===== src/rtl/sync_bin_counter4_pkg.sv =====
// Constants shared by struct74 parts that model 4-bit counter slices.
package sync_bin_counter4_pkg;

    localparam int COUNT_W = 4;

endpackage


===== src/rtl/sync_bin_counter4.sv =====
// 74161-style 4-bit synchronous binary counter: async clear, sync load,
// ENP/ENT count enables and combinational ripple-carry out.
module sync_bin_counter4
    import sync_bin_counter4_pkg::*;
(
    input  logic pin1,   // CLR_n
    input  logic pin2,   // CLK
    input  logic pin3,   // A
    input  logic pin4,   // B
    input  logic pin5,   // C
    input  logic pin6,   // D
    input  logic pin7,   // ENP
    input  logic pin8,   // GND
    input  logic pin9,   // LOAD_n
    input  logic pin10,  // ENT
    output logic pin11,  // QD
    output logic pin12,  // QC
    output logic pin13,  // QB
    output logic pin14,  // QA
    output logic pin15,  // RCO
    input  logic pin16   // VCC
);

    logic [COUNT_W-1:0] r_q;
    logic [COUNT_W-1:0] w_q_next;
    logic [COUNT_W-1:0] w_load_data;
    logic               w_count_en;
    logic               w_unused_pins;

    // Supply pins exist only to keep the DIP footprint uniform.
    assign w_unused_pins = pin8 ^ pin16;

    assign w_load_data = {pin6, pin5, pin4, pin3};
    assign w_count_en  = pin7 & pin10;

    always_comb begin
        w_q_next = r_q;
        if (!pin9) begin
            w_q_next = w_load_data;
        end else if (w_count_en) begin
            w_q_next = r_q + 1'b1;
        end
    end

    always_ff @(posedge pin2 or negedge pin1) begin
        if (!pin1) begin
            r_q <= '0;
        end else begin
            r_q <= w_q_next;
        end
    end

    assign {pin11, pin12, pin13, pin14} = r_q;
    assign pin15 = pin10 & (&r_q);

endmodule


===== config.mk =====
export PLATFORM = sky130hd
export DESIGN_NAME = sync_bin_counter4
export DESIGN_NICKNAME = d
export VERILOG_FILES = /design/src/rtl/sync_bin_counter4_pkg.sv /design/src/rtl/sync_bin_counter4.sv
export SDC_FILE = /design/constraint.sdc
export NUM_CORES = 1
export LEC_CHECK = 0
export CAP_MARGIN = 20
export CORE_AREA = 3 3 40 42
export DETAILED_ROUTE_END_ITERATION = 6
export DIE_AREA = 0 0 43 45
export PLACE_DENSITY_LB_ADDON = 0.25
export SETUP_SLACK_MARGIN = 0.2
export SLEW_MARGIN = 20
export SYNTH_ARGS = -nofsm -noshare
export SYNTH_HDL_FRONTEND = slang
export SYNTH_SLANG_ARGS = --single-unit

===== constraint.sdc =====
create_clock -name pin2 -period 1.2 [get_ports pin2]
set_input_delay 0.3 -clock pin2 [delete_from_list [all_inputs] [get_ports pin2]]
set_output_delay 0.3 -clock pin2 [all_outputs]
set_load 0.005 [all_outputs]

# Word-level counts from Yosys, hierarchy flattened
# Cells that the tools add are included.
# Widths: inputs -> output; s select.
# op_classes
add_sub_neg	1
reduce_logical	1
mux	2
bitwise_logic	2
n_eq_ne	1
# ops
op	n
$mux 4	2
$add 4x1->4 const B	1
$reduce_and 4->1	1
$and 1x1->1	2
$ne 2x1->1 const B	1
# word_totals
elab_cells	8
register_bits	4

# Logic depth before layout (Yosys ltp)
# depth
depth_word	3
mapped_depth	4
ltp_nobuf	4

# Worst setup path after synthesis
# No wires, ideal clock.
# synth_path
path_kind	reg2out
startpoint	reg r_q[1]
endpoint	out pin15
path_slack_ns	0.069
path_stages_with_launch	3
arrival_time_ns	0.831
t_required_ns	0.900
cell_sequence	dfrtp_1 -> ha_1 -> and4_2
# synth_via
elab_chain_len	2
# synth_rtl
element	line	text
start, declared	sync_bin_counter4.sv:24	logic [COUNT_W-1:0] r_q;
start signal, assigned	sync_bin_counter4.sv:49	r_q <= w_q_next;
$reduce_and 4->1	sync_bin_counter4.sv:54	assign pin15 = pin10 & (&r_q);
$and 1x1->1	sync_bin_counter4.sv:54	
end, declared	sync_bin_counter4.sv:20	output logic pin15,
# No other way between the ends.

# Worst setup path after layout
# layout_path
startpoint	reg r_q[0]
endpoint	out pin15
# Same word-level chain as after synthesis.

==> run_results.csv <==
group,metric,value,unit
timing,finClkSkew,0.00731,ns
cells_and_area,n_fill_cell,126,
cells_and_area,regArea,100,um^2
timing,fin_crit_sh,112,%
power_and_ir_drop,powerDensity,1040,nW/um^2
critical_path,worstRegToRegCells,6,
critical_path,crit_path_start_kind,"flip-flop",
cells_and_area,largest_reg_flops,4,
global_routing,grt_pass1_vias,289,
logic_synthesis,synth_seq_area_share,46.0,%
logic_synthesis,ys_seq_elements,4,
critical_path,cpMaxStageDelayCell,"dfrtp_1",
clocking,clkTransAtPathRegs,0.04,ns
run_status,violations,"setup timing",
critical_path,critPathMaxStageDelay,0.34,ns
routing,dr.pass1.iters,1,
timing,slew_violations,0,
die,coreArea,1280,um^2
routing,routed_wl,680,um
routing,antenna_left,0,
global_routing,groute.usage.overall,8.44,%
logic_synthesis,synth_cell_types,13,
timing,hold_violations,0,
power_and_ir_drop,power_leakage,0.249,nW
cells_and_area,top_regs,"r_q x4",
clocking,cts_max_level,1,
worst_hold_path,hold_path_class,"in -> async",
routing,vias,268,
clocking,cts.sinks,4,
die,core.rowCount,13,
logic_synthesis,synthArstFlopShare,100,%
cells_and_area,nNetsFinal,65,
routing,drc_errors,0,
timing,holdWs,0.265,ns
logic_synthesis,syn_area_per_cell,9.47,um^2
global_routing,grt_pass1_wl,1.16,mm
cells_and_area,utilization,40.9,%
timing,finalSetupViolCount,4,
logic_synthesis,ys.flop_type,"dfrtp_1",
cells_and_area,area_growth,141,%
die,die_x,43,um
global_routing,grt_max_degree,9,
die,initial_core_util,16.9,%
critical_path,worstReg2RegStart,"r_q[0]$_DFFE_PN0P_",
critical_path,setup.worst_path.end_class,"output pin",
timing,tightest_slew,0.274,ns
power_and_ir_drop,p_total,0.547,mW
timing,max_freq,746,MHz
die,die_h,45,um
cells_and_area,layout-drive-gt1-share,51.0,%
logic_synthesis,synth_cells,23,
clocking,root_buffer,"clkbuf_4",
critical_path,path_cells,"ha_2 > and4_4 > buf_6",
logic_synthesis,ys.warnings.count,0,
critical_path,path_class,"reg -> out",
logic_synthesis,synth_edf_count,0,
critical_path,critPathMaxFanout,2,
cells_and_area,regMostFlops,"r_q",
global_routing,antenna_found_initial,0,
clocking,cts_buffers,3,
clocking,ctsHoldBuffers,0,
place,gp_congestion,0.744,
routing,via_per_inst,4.06,
clocking,clock_latency,0.23,ns
routing,detail_route.wl_per_cell,10.3,um
logic_synthesis,synth_top_cell_by_area,"dfrtp_1",
timing,setup_slack,-0.141,ns
critical_path,setup.worst_path.start,"r_q[0]$_DFFE_PN0P_",
logic_synthesis,syn_nets,35,
power_and_ir_drop,peakVddDrop,0.608,mV
place,io_buffer_count,13,
logic_synthesis,synth_top_area_share,46.0,%
cells_and_area,diodes,0,
timing,rsz0062_at_grt,"yes",
global_routing,grt_overflow,0,
clocking,max-clock-path-buffers,2,
cells_and_area,multi_input_area,128,um^2
logic_synthesis,yosys-top-cells-area,"dfrtp_1 46%, xor2_1 8.0%, a21oi_1 6.9%, nor2_1 6.9%, ha_1 5.7%",
critical_path,cp.arrival,1.04,ns
run,drv_cap,0,
run_status,status,"complete, but fails checks",
timing,fin_crit,1.34,ns
clocking,cts_tree,"yes",
logic_synthesis,synthTopCellsByCount,"4 x dfrtp_1, 4 x nor2_1, 3 x a21oi_1",
die,pin_count,16,
routing,drt-initial-drc-count,0,
die,dieArea,1940,um^2
timing,slew_headroom,81.7,%
critical_path,critPathRequiredTime,0.90,ns
logic_synthesis,netlist_area,218,um^2
==> final timing paths <==
kind / end / slack, ns
min: r_q[2]$_DFFE_PN0P_ / 0.26
max in group asynchronous: r_q[1]$_DFFE_PN0P_ / 0.76
max: pin15 / -0.14
max reg2reg: r_q[2]$_DFFE_PN0P_ / -0.02
min in group pin2: r_q[2]$_DFFE_PN0P_ / 0.45
min reg2reg: r_q[3]$_DFFE_PN0P_ / 0.67
==> cell families (layout without fill, tap and decap cells) <==
family	after synthesis	count (layout)	share of synthesized area (%)
AO/OA/AOI/OAI	5	5	12.1
XOR/XNOR	2	2	8.05
adder cells (fa/ha/maj)	1	1	5.75
buffers and inverters	1	29	1.72
flip-flops	4	4	46.0
multiplexers	1	1	4.60
AND/OR/NAND/NOR	9	9	21.8
==> where the power goes <==
| group | leakage [nW] | switching, mW | internal (mW) | total [mW] |
|---|---|---|---|---|
| Sequential | 0.0448 | 0.00954 | 0.152 | 0.161 |
| Combinational | 0.190 | 0.0739 | 0.149 | 0.223 |
| Clock | 0.0138 | 0.0515 | 0.112 | 0.163 |
==> through the flow <==
step / TNS (ns) / std cells / area [um^2] / worst slack, ns
global placement: -1.71 / 56 / 412 / -0.578
floorplan: 0 / 23 / 221 / 0.116
finish: -0.261 / 66 / 526 / -0.141
CTS: -0.275 / 65 / 503 / -0.155
global route: -0.510 / 66 / 526 / -0.191
detailed placement: -1.80 / 56 / 412 / -0.595
==> what timing repair did <==
action,4_1_cts,5_1_grt
hold endpoints to repair,0,0
setup endpoints to repair,9,9
gates cloned,0,0
gates resized for setup,32,4
buffers inserted,6,1
pin swaps,6,4
==> cell usage in the layout, fill, tap and decap left out <==
cell,instances
a21oi_1,3
a31oi_1,1
and4_4,1
buf_4,7
buf_6,11
clkbuf_4,3
clkdlybuf4s50_1,5
dfrtp_1,4
dlygate4sd2_1,2
dlymetal6s2s_1,1
ha_2,1
mux2i_1,1
nand2_2,1
nand3_2,2
nor2_1,4
o21ai_0,1
or3_1,1
xor2_1,2
==> critical path, delay by kind of cell (launching register included) <==
kind,cells,cell delay (ns)
buffers and inverters,1,0.09
DFF,1,0.34
adders and majority gates,1,0.18
and+or+nand+nor,1,0.20
==> layout make-up <==
class,instances,area share (%)
clock buffer,3,4.29
timing repair buffer,26,48.8
multi-input combinational,18,24.3
tap,15,3.57
sequential,4,19.0
==> routing by layer <==
metal / up-vias / wire length [um] / global-route usage (%) / part of all wire, %
met1: 116 / 268 / 8.05 / 39
met3: 0 / 61 / 5.18 / 9.0
li1: 140 / - / - / -
met5: - / 0 / 0 / 0
met4: 0 / 0 / 3.61 / 0
met2: 12 / 350 / 14.7 / 51
No activity file was read; power rests on OpenSTA's default activity.
